--- src/rtl/branch_resolver.sv ---
// Purpose: captures the comparator result word into {lt,eq,gt} flags and answers branch-condition queries.
// Latency: br_ack pulses in the cycle after the 2nd edge once br_req is seen with flags available.
// Backpressure: cmp_ready drops only while a decision is being resolved; br_req waits in WAIT until flags exist.
module branch_resolver #(
   parameter int CNT_W = 8
) (
   input  logic             clk,
   input  logic             rst_n,
   input  logic [7:0]       cmp_y,
   input  logic             cmp_valid,
   output logic             cmp_ready,
   input  logic             br_req,
   input  logic [2:0]       br_cond,
   output logic             br_ack,
   output logic             br_taken,
   output logic [2:0]       flags,
   output logic             flags_valid,
   output logic             cmp_err,
   output logic [CNT_W-1:0] br_count
);

   localparam logic [1:0] S_IDLE    = 2'd0;
   localparam logic [1:0] S_WAIT    = 2'd1;
   localparam logic [1:0] S_RESOLVE = 2'd2;
   localparam logic [1:0] S_DONE    = 2'd3;

   localparam logic [2:0] C_EQ     = 3'b000;
   localparam logic [2:0] C_NE     = 3'b001;
   localparam logic [2:0] C_GT     = 3'b010;
   localparam logic [2:0] C_LT     = 3'b011;
   localparam logic [2:0] C_GE     = 3'b100;
   localparam logic [2:0] C_LE     = 3'b101;
   localparam logic [2:0] C_ALWAYS = 3'b110;
   localparam logic [2:0] C_NEVER  = 3'b111;

   logic [1:0]       r_state;
   logic [1:0]       w_state_nxt;
   logic [2:0]       r_flags;
   logic             r_flags_valid;
   logic             r_cmp_err;
   logic             r_br_ack;
   logic             r_br_taken;
   logic [CNT_W-1:0] r_br_count;

   logic             w_xfer;
   logic             w_well_formed;
   logic             w_good_cap;
   logic             w_cond_hit;

   // Flags are frozen while a decision is computed, so the input is only stalled in RESOLVE.
   assign cmp_ready     = (r_state != S_RESOLVE);
   assign w_xfer        = cmp_valid & cmp_ready;
   assign w_well_formed = (cmp_y[7:3] == 5'd0) &&
                          ((cmp_y[2:0] == 3'b001) || (cmp_y[2:0] == 3'b010) || (cmp_y[2:0] == 3'b100));
   assign w_good_cap    = w_xfer & w_well_formed;

   // Evaluate the requested condition against the registered {lt, eq, gt} flags.
   always_comb begin
      w_cond_hit = 1'b0;
      case (br_cond)
         C_EQ:     w_cond_hit = r_flags[1];
         C_NE:     w_cond_hit = ~r_flags[1];
         C_GT:     w_cond_hit = r_flags[0];
         C_LT:     w_cond_hit = r_flags[2];
         C_GE:     w_cond_hit = r_flags[0] | r_flags[1];
         C_LE:     w_cond_hit = r_flags[2] | r_flags[1];
         C_ALWAYS: w_cond_hit = 1'b1;
         C_NEVER:  w_cond_hit = 1'b0;
         default:  w_cond_hit = 1'b0;
      endcase
   end

   // Next-state logic; a well-formed capture on the request edge counts as flags being available.
   always_comb begin
      w_state_nxt = r_state;
      case (r_state)
         S_IDLE: begin
            if (br_req) begin
               if (r_flags_valid || w_good_cap) w_state_nxt = S_RESOLVE;
               else                             w_state_nxt = S_WAIT;
            end
         end
         S_WAIT: begin
            if (w_good_cap) w_state_nxt = S_RESOLVE;
         end
         S_RESOLVE: begin
            w_state_nxt = S_DONE;
         end
         S_DONE: begin
            if (!br_req) w_state_nxt = S_IDLE;
         end
         default: w_state_nxt = S_IDLE;
      endcase
   end

   // State register; reset abandons any query in flight.
   always_ff @(posedge clk) begin
      if (!rst_n) r_state <= S_IDLE;
      else        r_state <= w_state_nxt;
   end

   // Flag capture: malformed words complete the handshake but only raise the sticky error.
   always_ff @(posedge clk) begin
      if (!rst_n) begin
         r_flags       <= 3'b000;
         r_flags_valid <= 1'b0;
         r_cmp_err     <= 1'b0;
      end else if (w_xfer) begin
         if (w_well_formed) begin
            r_flags       <= cmp_y[2:0];
            r_flags_valid <= 1'b1;
         end else begin
            r_cmp_err     <= 1'b1;
         end
      end
   end

   // Decision outputs: one-cycle ack, held taken bit, wrapping completion counter.
   always_ff @(posedge clk) begin
      if (!rst_n) begin
         r_br_ack   <= 1'b0;
         r_br_taken <= 1'b0;
         r_br_count <= '0;
      end else if (r_state == S_RESOLVE) begin
         r_br_ack   <= 1'b1;
         r_br_taken <= w_cond_hit;
         r_br_count <= r_br_count + {{(CNT_W-1){1'b0}}, 1'b1};
      end else begin
         r_br_ack   <= 1'b0;
      end
   end

   assign br_ack      = r_br_ack;
   assign br_taken    = r_br_taken;
   assign flags       = r_flags;
   assign flags_valid = r_flags_valid;
   assign cmp_err     = r_cmp_err;
   assign br_count    = r_br_count;

endmodule

--- config.mk ---
export PLATFORM = sky130hd
export DESIGN_NAME = branch_resolver
export DESIGN_NICKNAME = d
export VERILOG_FILES = /design/src/rtl/branch_resolver.sv
export SDC_FILE = /design/constraint.sdc
export NUM_CORES = 1
export LEC_CHECK = 0
export ABC_AREA = 0
export CORE_MARGIN = 2
export CORE_UTILIZATION = 39
export DETAILED_ROUTE_END_ITERATION = 10
export HOLD_SLACK_MARGIN = 0.15
export PLACE_DENSITY = 0.71
export SYNTH_ARGS = -nofsm -noshare
export SYNTH_HDL_FRONTEND = slang
export SYNTH_SLANG_ARGS = --single-unit
--- constraint.sdc ---
create_clock -name clk -period 1.61 [get_ports clk]
set_clock_uncertainty 0.2 [all_clocks]
set_input_delay 0.322 -clock clk [delete_from_list [all_inputs] [get_ports clk]]
set_output_delay 0.322 -clock clk [all_outputs]
set_load 0.01 [all_outputs]
* After elaboration in Yosys (flattened, before gate mapping)
Index checks and enable logic that the tools add are counted.
** Cells by class
- Eq/ne operators :: 17
- Add/sub/neg operators :: 1
- Bitwise operators :: 6
- Mux-type cells :: 7
- Reduce and logical (&&, ||, !) cells :: 10
** Operators by type and width (number)
- 3-bit == test, second input constant :: 5
- 3-bit by 2-bit == test with 1-bit output, second input constant :: 3
- 8-bit by 1-bit adder with 8-bit output, second input constant :: 1
- 2-bit 2-to-1 mux :: 4
- 2-bit != test, second input constant :: 4
- 1-bit case mux with 8 select lines :: 1
- 2-bit case mux with 4 select lines :: 1
- 3-bit by 1-bit == test with 1-bit output, second input constant :: 2
- 5-bit logical NOT :: 1
- 2-bit == test, second input constant :: 2
- 2-bit AND reduction :: 2
- 3-bit logical NOT :: 1
- 1-bit logical OR :: 3
- 3-bit AND reduction :: 1
- 1-bit bitwise AND :: 2
- 2-bit by 1-bit == test with 1-bit output, second input constant :: 1
- 2-bit logical NOT :: 1
- 1-bit inverter :: 2
- 1-bit OR :: 2
- 1-bit logical AND :: 1
- 1-bit 2-to-1 mux :: 1
** Word-level totals
- Register bits after elaboration :: 17
- Output and inout bits :: 16
- Logic and storage cells :: 48

* Depth between registers and ports, before layout
Gate-level depths: netlist of run 1.
- Depth after elaboration :: 9
- Gate-level depth with buffers :: 8

* Worst setup path before layout of run 1
Ideal clock, no wire load.
- Path type :: register to register
- Start point :: register r_state[0]
- End point :: register r_state[0]
- Stages on the path, launching flop included :: 9
- Setup time :: 0.119 ns
- Slack :: -0.239 ns
- Arrival :: 1.530 ns
- Path through :: dfxtp_1 -> inv_1 -> ha_1 -> buf_2 -> inv_1 -> nand2_1 -> o211ai_1 -> nand3_1 -> o221a_1
** On the way
- Longest elaborated chain between the ends :: 7
** RTL lines
- start: declaration :: RTL line 36 : logic [1:0] r_state;
- start signal: assignment :: RTL line 99 : else r_state <= w_state_nxt;
- 2-bit != test * :: RTL line 51 : assign cmp_ready = (r_state != S_RESOLVE);
- named net cmp_ready :: RTL line 11 : output logic cmp_ready,
- 1-bit bitwise AND * :: RTL line 52 : assign w_xfer = cmp_valid & cmp_ready;
- 1-bit bitwise AND * :: RTL line 55 : assign w_good_cap = w_xfer & w_well_formed;
- 1-bit logical OR :: RTL line 79 : if (r_flags_valid || w_good_cap) w_state_nxt = S_RESOLVE;
- 2-bit 2-to-1 mux :: RTL line 79
- 2-bit 2-to-1 mux :: RTL line 78 : if (br_req) begin
- 2-bit case mux with 4 select lines :: RTL line 76 : case (r_state)
Mark *: on every way through the listed nets, which the timed path passes. The rest lies on a longest branch. The select of a mux whose other input is x is not followed.
A chain may end at the register's enable or synchronous reset.

* Worst setup path in the final report of run 1
- Start point :: register r_state[0]
- End point :: register r_state[0]
** On the way
- Longest elaborated chain between the ends :: 7
** RTL lines (RTL line)
- 2-bit != test :: 51
- 1-bit bitwise AND :: 52
- 1-bit bitwise AND :: 55
- 1-bit logical OR :: 79
- 2-bit 2-to-1 mux :: 79
- 2-bit 2-to-1 mux :: 78
- 2-bit case mux with 4 select lines :: 76
Parallel ways exist; a longest one is shown, timed or not. The select of a mux whose other input is x is not followed.

==> results.md, run 1 <==
- The maximum operating frequency is 0.621 GHz.
- The synthesized netlist occupies a cell area of 847 sq um.
- Leaving out fill and tap cells, the most frequent cell in the layout is sky130_fd_sc_hd__dlygate4sd2_1.
- Using the TritonRoute via totals, the vias-per-cell ratio works out to 5.08.
- TritonCTS built the clock tree.
- Port buffering added 30 buffers.
- The endpoint required time on the critical path is 1.59 ns.
- The data arrival at the endpoint of the critical path is 1.59 ns.
- Of the total power, the share spent switching nets is 0.346.
- The via count of the first global-routing pass is 815.
- The total routing resource utilization after global routing is 0.175.
- Entering global routing, the biggest net connects 19 pins.
- The number of max-capacitance violations reported is 0.
- The root buffer selected by CTS is sky130_fd_sc_hd__clkbuf_4.
- After the last flow step, the layout net total stands at 160.
- The fraction of met2 tracks used by global routing is 0.320.
- The share of total power dissipated in combinational logic is 0.448.
- The warning count from the yosys run is 0.
- The floorplan die width is 50.6 um.
- The number of buffers created by CTS is 3.
- The routability congestion estimate is 0.766.
- The number of pins exceeding their max-slew limit in the final report came to 0.
- Timing analysis after detailed placement gives a worst setup slack of -0.489 ns.
- The layout has 195 filler cells.
- The number of synthesized flops with an enable pin is 0.
- The number of cells in the finished layout apart from fillers is 166.
- Traced cell by cell, the critical path runs through inv_2 -> ha_4 -> clkinv_4 -> buf_6 -> nand2_4 -> o21ai_2 -> and2_1 -> o221a_1.
- The number of nets produced by synthesis is 115.
- Synthesis produced a netlist whose cell count is 95.
- The die covers 2560 sq um.
- The clock reaches the later pin of the worst-skew pair after 0.29 ns.
- Of the cells placed in the final design, the portion with a size suffix greater than 1 is 0.259.
- The floorplan has 16 rows.
- Dividing the final minimum period by the clock period gives 1.00.
- In this run the deepest clock path goes through 2 buffers.
- After detailed routing, the number of remaining DRC violations is 0.
- The type of the worst min-delay path is flip-flop to flip-flop.
- Summed over all layers, the global routing overflow is 0.
- The number of routed nets with antenna violations is 0.
- The post-placement cell area is 1280 sq um.
- For this design the static power due to leakage is 0.599 nW.
- The number of antenna diodes in the final layout is 0.
- In this run the mean area of a mapped cell was 8.92 sq um.
- The largest single stage delay on the critical path is 0.34 ns.
- Together, buffers and inverters on the worst path number 3.
- For this configuration, the core starts out at a cell density of 0.423.
- The worst path setup slack after routing is 0.000298 ns.
- Broken down by cell family, the worst path's largest delay share belongs to flip-flops.
- The flow ran to the end, and the final reports show no timing, DRC or antenna violations.
- In this run, synthesis produced a sequential element count of 17.
- The total non-filler cell area in the finished layout is 1360 sq um.
- The share of async-settable or async-resettable flops after synthesis is 0.
- Relative to the synthesized area, the layout overhead comes to 60.4%.
- The number of antenna violations at the first check in global routing is 0.
- In the final timing run, aggregate negative setup slack is 0 ns.
- After legalization and detailed placement, the total HPWL measured 1560 um.
- STA classifies the critical path endpoint as a flip-flop.
- The met3 demand-to-capacity share in global routing is 0.0179.
- The actual transition at the worst max-transition pin is 0.264 ns.
- Setup repair after global routing could not meet its margin everywhere.
- The floorplan step defined a core boundary enclosing 2000 sq um.
- The worst slack on hold paths is 0.300 ns.
- The number of different library cells in the post-synthesis netlist is 30.
- In this run the worst path has a maximum fanout of 4.
- Dividing the detail-routed wire length by the instance count gives 12.9 um.
- The number of optimization iterations in the first detailed-route pass is 4.
- The global-route wire length before repair is 3420 um.
- The prevailing post-synth register cell is sky130_fd_sc_hd__dfxtp_1.
- The power share of the clock group is 0.172.
- The analysis attributes to net switching a power of 470 uW.
- Of the total power, registers draw 0.380.
- The proportion of synthesized chip area in sequential cells is 0.402.
- The clock-pin slew of the registers on the worst-case setup and hold paths is 0.11 ns.
- For this design the ratio of total power to cell area is 998 nW/um^2.
- The global routing stage identified its most utilized layer as met2.
- For this design the top-level I/O count stands at 31.
- The routing usage on met1 is 0.207.
- The fraction of the core area covered by cells at the end of the flow is 0.679.
- The wire length after detailed routing is 2130 um.
- CTS built an H-tree with a depth of 1.
- The peak supply drop is 0.484 mV.
- Subtracting the final worst setup slack from the clock period gives 1.61 ns.
- The relative slew slack is 0.823.
- Total power for the finished layout comes to 1.36 mW.
- The detailed router finished its first iteration with 8 violations.
- In the layout the commonest cells are sky130_fd_sc_hd__dlygate4sd2_1, sky130_fd_sc_hd__dfxtp_1, sky130_fd_sc_hd__buf_4.
- The count of endpoints failing hold in the final timing report is 0.
- Setup violations remaining at the end of the flow were counted as 0.
- The slowest stage of the critical path belongs to the cell sky130_fd_sc_hd__dfxtp_2.
- The die span in y is 50.6 um.
- The number of placed instances, taps included, is 160.
- The start-to-end type of the worst setup path is flip-flop to flip-flop.
- The clock drives 17 sinks.
- The internal power summed over all cells is 887 uW.
- STA classifies the critical path startpoint as a flip-flop.
- Across all layers, the routed design uses 843 vias.
state kept, by name, summed over array words and instances, names as in the netlist:
register     count
flags            3
r_state          2
br_count         8
flags_valid      1
cmp_err          1
br_taken         1
br_ack           1
kinds of logic after synthesis:
family,Yosys count,share of synthesized area
AO/OA/AOI/OAI,25,0.211
XOR/XNOR,6,0.0620
AND/OR/NAND/NOR,32,0.191
adder cells (fa/ha/maj),5,0.0739
buffers and inverters,8,0.0369
flip-flops,17,0.402
multiplexers,2,0.0236
final timing paths:
path | start | endpoint | slack (ns) | depth (start not counted)
min reg2reg | br_count[7] | br_count[7] | 0.30 | 2
max reg2reg | r_state[0] | r_state[0] | 0.0003 | 8
max | r_state[0] | r_state[0] | 0.0003 | 8
min | br_count[7] | br_count[7] | 0.30 | 2
synth_stat cells, types with 2 or more instances:
cell | n | area, sq um
sky130_fd_sc_hd__dfxtp_1 | 17 | 340
sky130_fd_sc_hd__nand2_1 | 10 | 37.5
sky130_fd_sc_hd__o21ai_0 | 8 | 40.0
sky130_fd_sc_hd__and2_1 | 7 | 43.8
sky130_fd_sc_hd__inv_1 | 6 | 22.5
sky130_fd_sc_hd__a21boi_0 | 5 | 37.5
sky130_fd_sc_hd__ha_1 | 5 | 62.6
sky130_fd_sc_hd__nor2_1 | 4 | 15.0
sky130_fd_sc_hd__xnor2_1 | 4 | 35.0
sky130_fd_sc_hd__nand4_1 | 3 | 18.8
sky130_fd_sc_hd__a31oi_1 | 2 | 12.5
sky130_fd_sc_hd__mux2i_1 | 2 | 20.0
sky130_fd_sc_hd__nand3_1 | 2 | 10.0
sky130_fd_sc_hd__nor2b_1 | 2 | 12.5
sky130_fd_sc_hd__or3_1 | 2 | 12.5
sky130_fd_sc_hd__xor2_1 | 2 | 17.5
final cells by class:
class                           count  area, sq um  share of cell area
Multi-Input combinational cell     70          541               0.398
Clock inverter                      1         5.00             0.00368
Timing Repair Buffer               42          380               0.280
Inverter                            6         27.5              0.0203
Tap cell                           27         33.8              0.0249
Sequential cell                    17          349               0.257
Clock buffer                        3         22.5              0.0166
worst register-to-register path: stages, from the launching register on:
cell and delay, ns:
sky130_fd_sc_hd__dfxtp_2 0.34, sky130_fd_sc_hd__inv_2 0.08, sky130_fd_sc_hd__ha_4 0.16, sky130_fd_sc_hd__clkinv_4 0.05, sky130_fd_sc_hd__buf_6 0.11, sky130_fd_sc_hd__nand2_4 0.07, sky130_fd_sc_hd__o21ai_2 0.08, sky130_fd_sc_hd__and2_1 0.17
sky130_fd_sc_hd__o221a_1 0.24
power groups by stage:
stage | registers (mW) | logic [mW] | clock network, mW
5_1_grt | 0.523 | 0.672 | 0.258
4_1_cts | 0.517 | 0.582 | 0.245
3_3_place_gp | 0.512 | 0.528 | 0
3_5_place_dp | 0.515 | 0.546 | 0
6_report | 0.516 | 0.608 | 0.233
2_1_floorplan | 0.532 | 0.277 | 0
what timing repair did:
item | 4_1_cts | 5_1_grt
pin swaps | 7 | 8
resized for setup | 38 | 10
gates cloned | 0 | 0
buffers inserted | 2 | 0
hold buffers | 0 | 0
endpoints found under the setup margin | 25 | 7
per-layer routing:
layer,share of wire,wire (um),vias up
met3,0.019,41,2
met4,0.0089,19,0
met2,0.53,1140,14
met5,0,0,-
met1,0.44,935,403
li1,-,-,424
No activity file was read; power rests on OpenSTA's default activity.
==> run 2: changes to the inputs <==
- SETUP_SLACK_MARGIN: not set -> 0.3
==> run 2 against run 1 <==
  * Die area did not move
  * Sequential share of layout area fell by 2.8 points
  * Hold slack got worse by 0.025 ns
==> results.md, run 2 (same netlist as run 1, synthesis figures left out) <==
- The met1 wire length is 975 um (+4.3%).
- In the layout the commonest cells are sky130_fd_sc_hd__buf_4, sky130_fd_sc_hd__buf_6, sky130_fd_sc_hd__dfxtp_2.
- The diode insertion count for antenna repair is 0 (unchanged).
- The via-per-instance ratio came to 4.96 (-2.4%).
- The number of vias after detailed routing is 907 (+7.6%).
- The relative slew slack is 0.803 (-0.0206).
- The worst slack on hold paths was 0.275 ns (-0.0255 ns).
- The area growth from synthesis to layout is 86.0%.
- The worst-case reg-to-reg path depth is 8 (unchanged).
- The die span in y came to 50.6 um (unchanged).
- The leakage dissipation is 0.684 nW (+14%).
- The floorplan die width came to 50.6 um (unchanged).
- The global-route wire length before repair is 3430 um (+0.20%).
- The clock-pin slew of the registers on the worst-case setup and hold paths is 0.10 ns (about the same).
- The placeable core area is 2000 sq um (unchanged).
- The number of cells on the worst hold path is 3 (+1).
- Leaving out fill and tap cells, the most frequent cell in the layout is sky130_fd_sc_hd__buf_4.
- The actual transition at the worst max-transition pin is 0.296 ns (+0.0318 ns).
- The die outline area is 2560 sq um (unchanged).
- The worst path setup slack after routing was 0.0265 ns (+0.0262 ns).
- The endpoint required time on the critical path is 1.60 ns (about the same).
- The number of nets at the end of the flow is 177 (+11%).
- The total non-filler cell area in the finished layout is 1580 sq um (+16%).
- The row count is 16 (unchanged).
- The post-detailed-route DRC marker count is 0 (unchanged).
- The number of antenna violations at the first check in global routing is 0 (unchanged).
- The total power divided by cell area was 996 nW/um^2 (-0.20%).
- The detailed placer's ending HPWL is 1440 um (-7.4%).
- The number of buffers created by CTS is 3 (unchanged).
- The maximum operating frequency is 0.632 GHz (+1.7%).
- The root buffer selected by CTS is sky130_fd_sc_hd__clkbuf_4.
- The period utilization is 0.984 (-0.0163).
- The routed length per placed instance came to 12.3 um (-4.1%).
- The count of endpoints failing hold in the final timing report is 0 (unchanged).
- The setup slack at placement is -0.497 ns (-0.00820 ns).
- The routed length on met2 came to 1160 um (+2.1%).
- The clock sink count is 17 (unchanged).
- STA classifies the critical path endpoint as a flip-flop.
- The number of levels the H-tree was split into is 1 (unchanged).
- The flow ran to the end, and the final reports show no timing, DRC or antenna violations.
- The number of routed nets with antenna violations is 0 (unchanged).
- Setup repair after global routing could not meet its margin everywhere.
- The largest fanout on the critical path is 4 (unchanged).
- The routability congestion estimate is 0.803 (+4.9%).
- The final period demand of the worst path is 1.58 ns (-0.0262 ns).
- The share of cells above drive strength 1 is 0.577 (+0.318).
- The number of optimization iterations in the first detailed-route pass is 4 (unchanged).
- The number of pins exceeding their max-slew limit in the final report is 0 (unchanged).
- The wire length after detailed routing was 2260 um (+5.7%).
- The number of DRC markers in iteration 0 is 12 (+4).
- The source-to-sink clock delay at the later pin of the worst-skew pair is 0.29 ns (about the same).
- The flip-flop count of the largest register, all copies and words added is 8 (unchanged).
- The setup total negative slack is 0 ns (unchanged).
- The number of max-capacitance violations reported is 0 (unchanged).
- The largest net degree at the start of global routing is 11 (-8).
- The starting density of the core is 0.423 (unchanged).
- The top routing layer in use is met4.
- The total of endpoints with negative setup slack in the final report is 0 (unchanged).
- The post-placement cell area is 1300 sq um (+1.6%).
- The critical path is of the flip-flop to flip-flop type.
- The total congestion overflow after global routing was 0 (unchanged).
- The peak supply drop is 0.697 mV (+44%).
- STA classifies the critical path startpoint as a flip-flop.
- The wire length on met3 is 80 um (+95%).
- The number of primary I/O pins is 31 (unchanged).
- The via count of the first global-routing pass is 841 (+3.2%).
- The data arrival at the endpoint of the critical path is 1.58 ns (about the same).
- The worst-case clock buffer depth is 2 (unchanged).
- The count of input and output buffers is 30 (unchanged).
- The TritonCTS clock tree is yes.
- The type of the worst min-delay path is input pin to flip-flop.
- The total routing resource utilization after global routing is 0.178 (+0.00328).
==> run 2: report_power, final <==
part           total [mW]  internal (mW)  switching, mW  leakage [nW]
logic               0.813          0.460          0.354         0.521
clock network       0.236         0.0925          0.143        0.0177
registers           0.520          0.481         0.0399         0.145
==> run 2: critical path, cell delays in order, from the launching register on <==
cell                       delay [ns]
sky130_fd_sc_hd__dfxtp_2         0.35
sky130_fd_sc_hd__inv_2           0.05
sky130_fd_sc_hd__ha_4            0.17
sky130_fd_sc_hd__clkinv_4        0.05
sky130_fd_sc_hd__buf_6           0.11
sky130_fd_sc_hd__nand2_8         0.06
sky130_fd_sc_hd__o211ai_1        0.20
sky130_fd_sc_hd__nand3_1         0.09
sky130_fd_sc_hd__o221a_1         0.21
==> run 2: stage by stage <==
step,power (mW),util,std cells
2_1_floorplan,0.827,-,95
4_1_cts,1.42,0.686,178
6_report,1.57,0.787,183
3_5_place_dp,1.08,0.648,162
3_3_place_gp,1.07,0.648,162
5_1_grt,1.66,0.787,183
==> run 2: final timing paths <==
| path | from | to | slack (ns) |
|---|---|---|---|
| max | r_state[0] | r_state[0] | 0.03 |
| min | cmp_y[0] | flags[0] | 0.27 |
| max reg2reg | r_state[0] | r_state[0] | 0.03 |
| min reg2reg | cmp_err | cmp_err | 0.29 |
==> run 2: cell type report <==
type                            count  area (sq um)
Timing Repair Buffer               59           503
Multi-Input combinational cell     70           623
Inverter                            6          27.5
Clock inverter                      1          5.00
Tap cell                           27          33.8
Fill cell                         142           427
Clock buffer                        3          22.5
Sequential cell                    17           360
==> run 2: timing repair <==
action,CTS,global route
endpoints found under the setup margin,32,25
hold buffers,0,2
pin swaps,14,24
buffers inserted,12,3
resized for setup,96,51
endpoints found under the hold margin,0,2
==> run 2: routing by layer <==
metal / vias up / GRT usage
li1: 453 / -
met1: 432 / 0.201
met2: 18 / 0.327
met3: 4 / 0.0268
met4: 0 / 0.0811
met5: - / 0
==> run 3: changes to the inputs <==
- ABC_AREA: 0 -> 1
- CORE_UTILIZATION: 39 -> 40
- SLEW_MARGIN: not set -> 0
==> run 3 against run 2 <==
  * Hold slack got worse by 0.12 ns
  * Die area is 6.0% higher
  * Maximum frequency grew 0.64%
  * Synthesized cell count increased by 32%
  * Non-clock buffer count unchanged
  * Via count rose by 13%
  * Sequential share of layout area is 0.17 points lower
  * Critical path depth is 1 higher
  * Final cell count is 17% higher
  * First-iteration DRC count rose by 50%
  * Critical endpoint unchanged
  * Largest cell class unchanged
==> results.md, run 3 <==
- The cell type contributing the most total cell area after synthesis is sky130_fd_sc_hd__dfxtp_1.
- The maximum operating frequency came to 0.636 GHz (+0.64%).
- The met1 wire length is 1070 um (+10%).
- The area taken by flip-flops and latches is 365 sq um (+1.4%).
- The number of different library cells in the post-synthesis netlist is 24 (-20%).
- The total of endpoints with negative setup slack in the final report is 0 (unchanged).
- The flip-flop count of the largest register, all copies and words added is 8 (unchanged).
- The clock sink count is 17 (unchanged).
- The row count is 17 (+1).
- The starting density of the core is 0.423 (-0.000509).
- The setup slack at placement was -0.245 ns (+0.252 ns).
- The number of antenna violations at the first check in global routing came to 0 (unchanged).
- The number of optimization iterations in the first detailed-route pass is 4 (unchanged).
- The total power consumption of the routed design was 1.77 mW (+13%).
- The kind of end point of the critical path is a flip-flop.
- The period utilization is 0.977 (-0.00627).
- The setup total negative slack was 0 ns (unchanged).
- The number of inserted filler cells in the final layout came to 158 (+11%).
- The placed cell count came to 191 (+18%).
- The source-to-sink clock delay at the later pin of the worst-skew pair is 0.30 ns (about the same).
- The post-synthesis register bit count is 17 (unchanged).
- The clock-pin slew of the registers on the worst-case setup and hold paths is 0.10 ns (about the same).
- The total routing resource utilization after global routing was 0.200 (+0.0220).
- The via-per-instance ratio was 4.81 (-3.0%).
- The average cell area after synthesis is 7.41 sq um (-17%).
- The number of nets at the end of the flow is 207 (+17%).
- The worst-case clock buffer depth is 2 (unchanged).
- The warning count from the yosys run came to 0 (unchanged).
- The tree is rooted in a sky130_fd_sc_hd__clkbuf_4.
- The most frequent standard cell in the layout excluding fill and tap cells is sky130_fd_sc_hd__buf_4.
- The die outline area is 2720 sq um (+6.0%).
- The routed length on met2 is 1430 um (+23%).
- Setup repair after global routing could not meet its margin everywhere.
- The count of endpoints failing hold in the final timing report is 0 (unchanged).
- The largest net degree at the start of global routing is 10 (-1).
- The data arrival at the endpoint of the critical path is 1.57 ns (about the same).
- The routed length per placed instance is 12.6 um (+2.5%).
- The proportion of synthesized chip area in sequential cells is 0.368 (-0.0342).
- The number of nets produced by synthesis came to 145 (+26%).
- The leakage dissipation is 0.759 nW (+11%).
- The start-to-end type of the worst setup path is flip-flop to flip-flop.
- In the layout the commonest cells are sky130_fd_sc_hd__buf_4, sky130_fd_sc_hd__inv_1, sky130_fd_sc_hd__dfxtp_2.
- Signal routing reaches up to met4.
- The share of cells above drive strength 1 was 0.575 (-0.00165).
- The number of cells produced by synthesis is 125 (+32%).
- The final period demand of the worst path is 1.57 ns (-0.0101 ns).
- By count the netlist is led by sky130_fd_sc_hd__inv_1, sky130_fd_sc_hd__nand2_1, sky130_fd_sc_hd__dfxtp_1.
- The number of routed nets with antenna violations is 0 (unchanged).
- The area growth from synthesis to layout is 73.8%.
- The diode insertion count for antenna repair is 0 (unchanged).
- The placeable core area is 2190 sq um (+9.4%).
- The wire length on met3 is 114 um (+43%).
- The footprint of the multi-input gates is 591 sq um (-5.2%).
- The number of DRC markers in iteration 0 is 18 (+6).
- The cell area after synthesis came to 926 sq um (+9.3%).
- Yosys instantiated no cell more often than sky130_fd_sc_hd__inv_1.
- The peak supply drop was 0.794 mV (+14%).
- The number of synthesized flops with an enable pin came to 0 (unchanged).
- The number of levels the H-tree was split into was 1 (unchanged).
- The via count of the first global-routing pass is 951 (+13%).
- The total congestion overflow after global routing is 0 (unchanged).
- The number of cells in the finished layout apart from fillers came to 214 (+17%).
- The global-route wire length before repair is 3950 um (+15%).
- The worst path setup slack after routing is 0.0366 ns (+0.0101 ns).
- The number of max-capacitance violations reported is 0 (unchanged).
- The type of the worst min-delay path is input pin to flip-flop.
- The share of async-settable or async-resettable flops after synthesis is 0 (unchanged).
- The number of hold buffers added after cts was 0 (unchanged).
- The number of primary I/O pins is 31 (unchanged).
- The routability congestion estimate is 0.771 (-4.0%).
- The floorplan die width is 52.1 um (+3.0%).
- The worst setup path is launched from a flip-flop.
- The TritonCTS clock tree is yes.
- The fraction of the core area covered by cells at the end of the flow is 0.734 (-0.0524).
- The number of vias after detailed routing is 1029 (+13%).
- The run finished with clean final reports.
- The prevailing post-synth register cell is sky130_fd_sc_hd__dfxtp_1.
- The number of buffers created by CTS came to 3 (unchanged).
- The wire length after detailed routing is 2700 um (+20%).
- The share of the synthesized area in the top cell type is 0.368 (-0.0342).
- The largest fanout on the critical path was 7 (+3).
- The die span in y is 52.1 um (+3.0%).
- The post-detailed-route DRC marker count came to 0 (unchanged).
- The detailed placer's ending HPWL came to 1670 um (+16%).
- The relative slew slack is 0.861 (+0.0584).
- The total power divided by cell area is 1100 nW/um^2 (+10%).
- By area the synthesized netlist is led by sky130_fd_sc_hd__dfxtp_1, sky130_fd_sc_hd__inv_1, sky130_fd_sc_hd__nand2_1, sky130_fd_sc_hd__a21oi_1, sky130_fd_sc_hd__ha_1.
- The count of input and output buffers was 30 (unchanged).
- The endpoint required time on the critical path was 1.61 ns (about the same).
- The actual transition at the worst max-transition pin is 0.207 ns (-0.0884 ns).
- The number of pins exceeding their max-slew limit in the final report is 0 (unchanged).
## run 3: final cells by class
class | count | area share
Clock buffer | 4 | 0.0163
Sequential cell | 17 | 0.227
Inverter | 21 | 0.0490
Timing Repair Buffer | 59 | 0.319
Tap cell | 28 | 0.0218
Multi-Input combinational cell | 85 | 0.367
## run 3: cell families after synthesis
kind of cell | Yosys count | share of synthesized area
AO/OA/AOI/OAI | 23 | 0.128
adder cells (fa/ha/maj) | 5 | 0.0676
buffers and inverters | 23 | 0.108
flip-flops | 17 | 0.368
AND/OR/NAND/NOR | 57 | 0.328
## run 3: what timing repair did
item                                    CTS  global route
pin swaps                                 9            20
buffers inserted                         13             6
gates resized for setup                  90            45
endpoints found under the setup margin   28            26
## run 3: path summary, 6_finish.rpt
check,startpoint,end,slack [ns],depth (start not counted)
worst max-delay path,r_state[0],r_state[0],0.04,9
worst min-delay path,cmp_y[1],flags[1],0.15,3
worst max register to register,r_state[0],r_state[0],0.04,9
worst min register to register,br_count[0],br_count[0],0.26,1
## run 3: critical path, cell delays in order (launching register included)
cell,delay [ns]
sky130_fd_sc_hd__dfxtp_2,0.34
sky130_fd_sc_hd__inv_2,0.05
sky130_fd_sc_hd__ha_4,0.16
sky130_fd_sc_hd__buf_8,0.13
sky130_fd_sc_hd__nor2_4,0.13
sky130_fd_sc_hd__nand3_4,0.14
sky130_fd_sc_hd__nand3_2,0.11
sky130_fd_sc_hd__nand2_1,0.06
sky130_fd_sc_hd__nor2_2,0.10
sky130_fd_sc_hd__nor2_1,0.05
## run 3: routing by layer
layer  vias to the layer above  global-route usage
met3                         8              0.0489
met5                         -                   0
met2                        29               0.363
met4                         0              0.0921
met1                       473               0.215
li1                        519                   -
## run 3: where the power goes
part / switching [mW] / total, mW / internal [mW]
clock network: 0.140 / 0.237 / 0.0966
registers: 0.0517 / 0.542 / 0.490
logic: 0.452 / 0.987 / 0.536
## run 3: stage by stage
step           area (sq um)  hold slack, ns
6_report               1610           0.150
5_1_grt                1610           0.182
4_1_cts                1450           0.273
3_5_place_dp           1340           0.264
3_3_place_gp           1340           0.254
2_1_floorplan           955           0.260
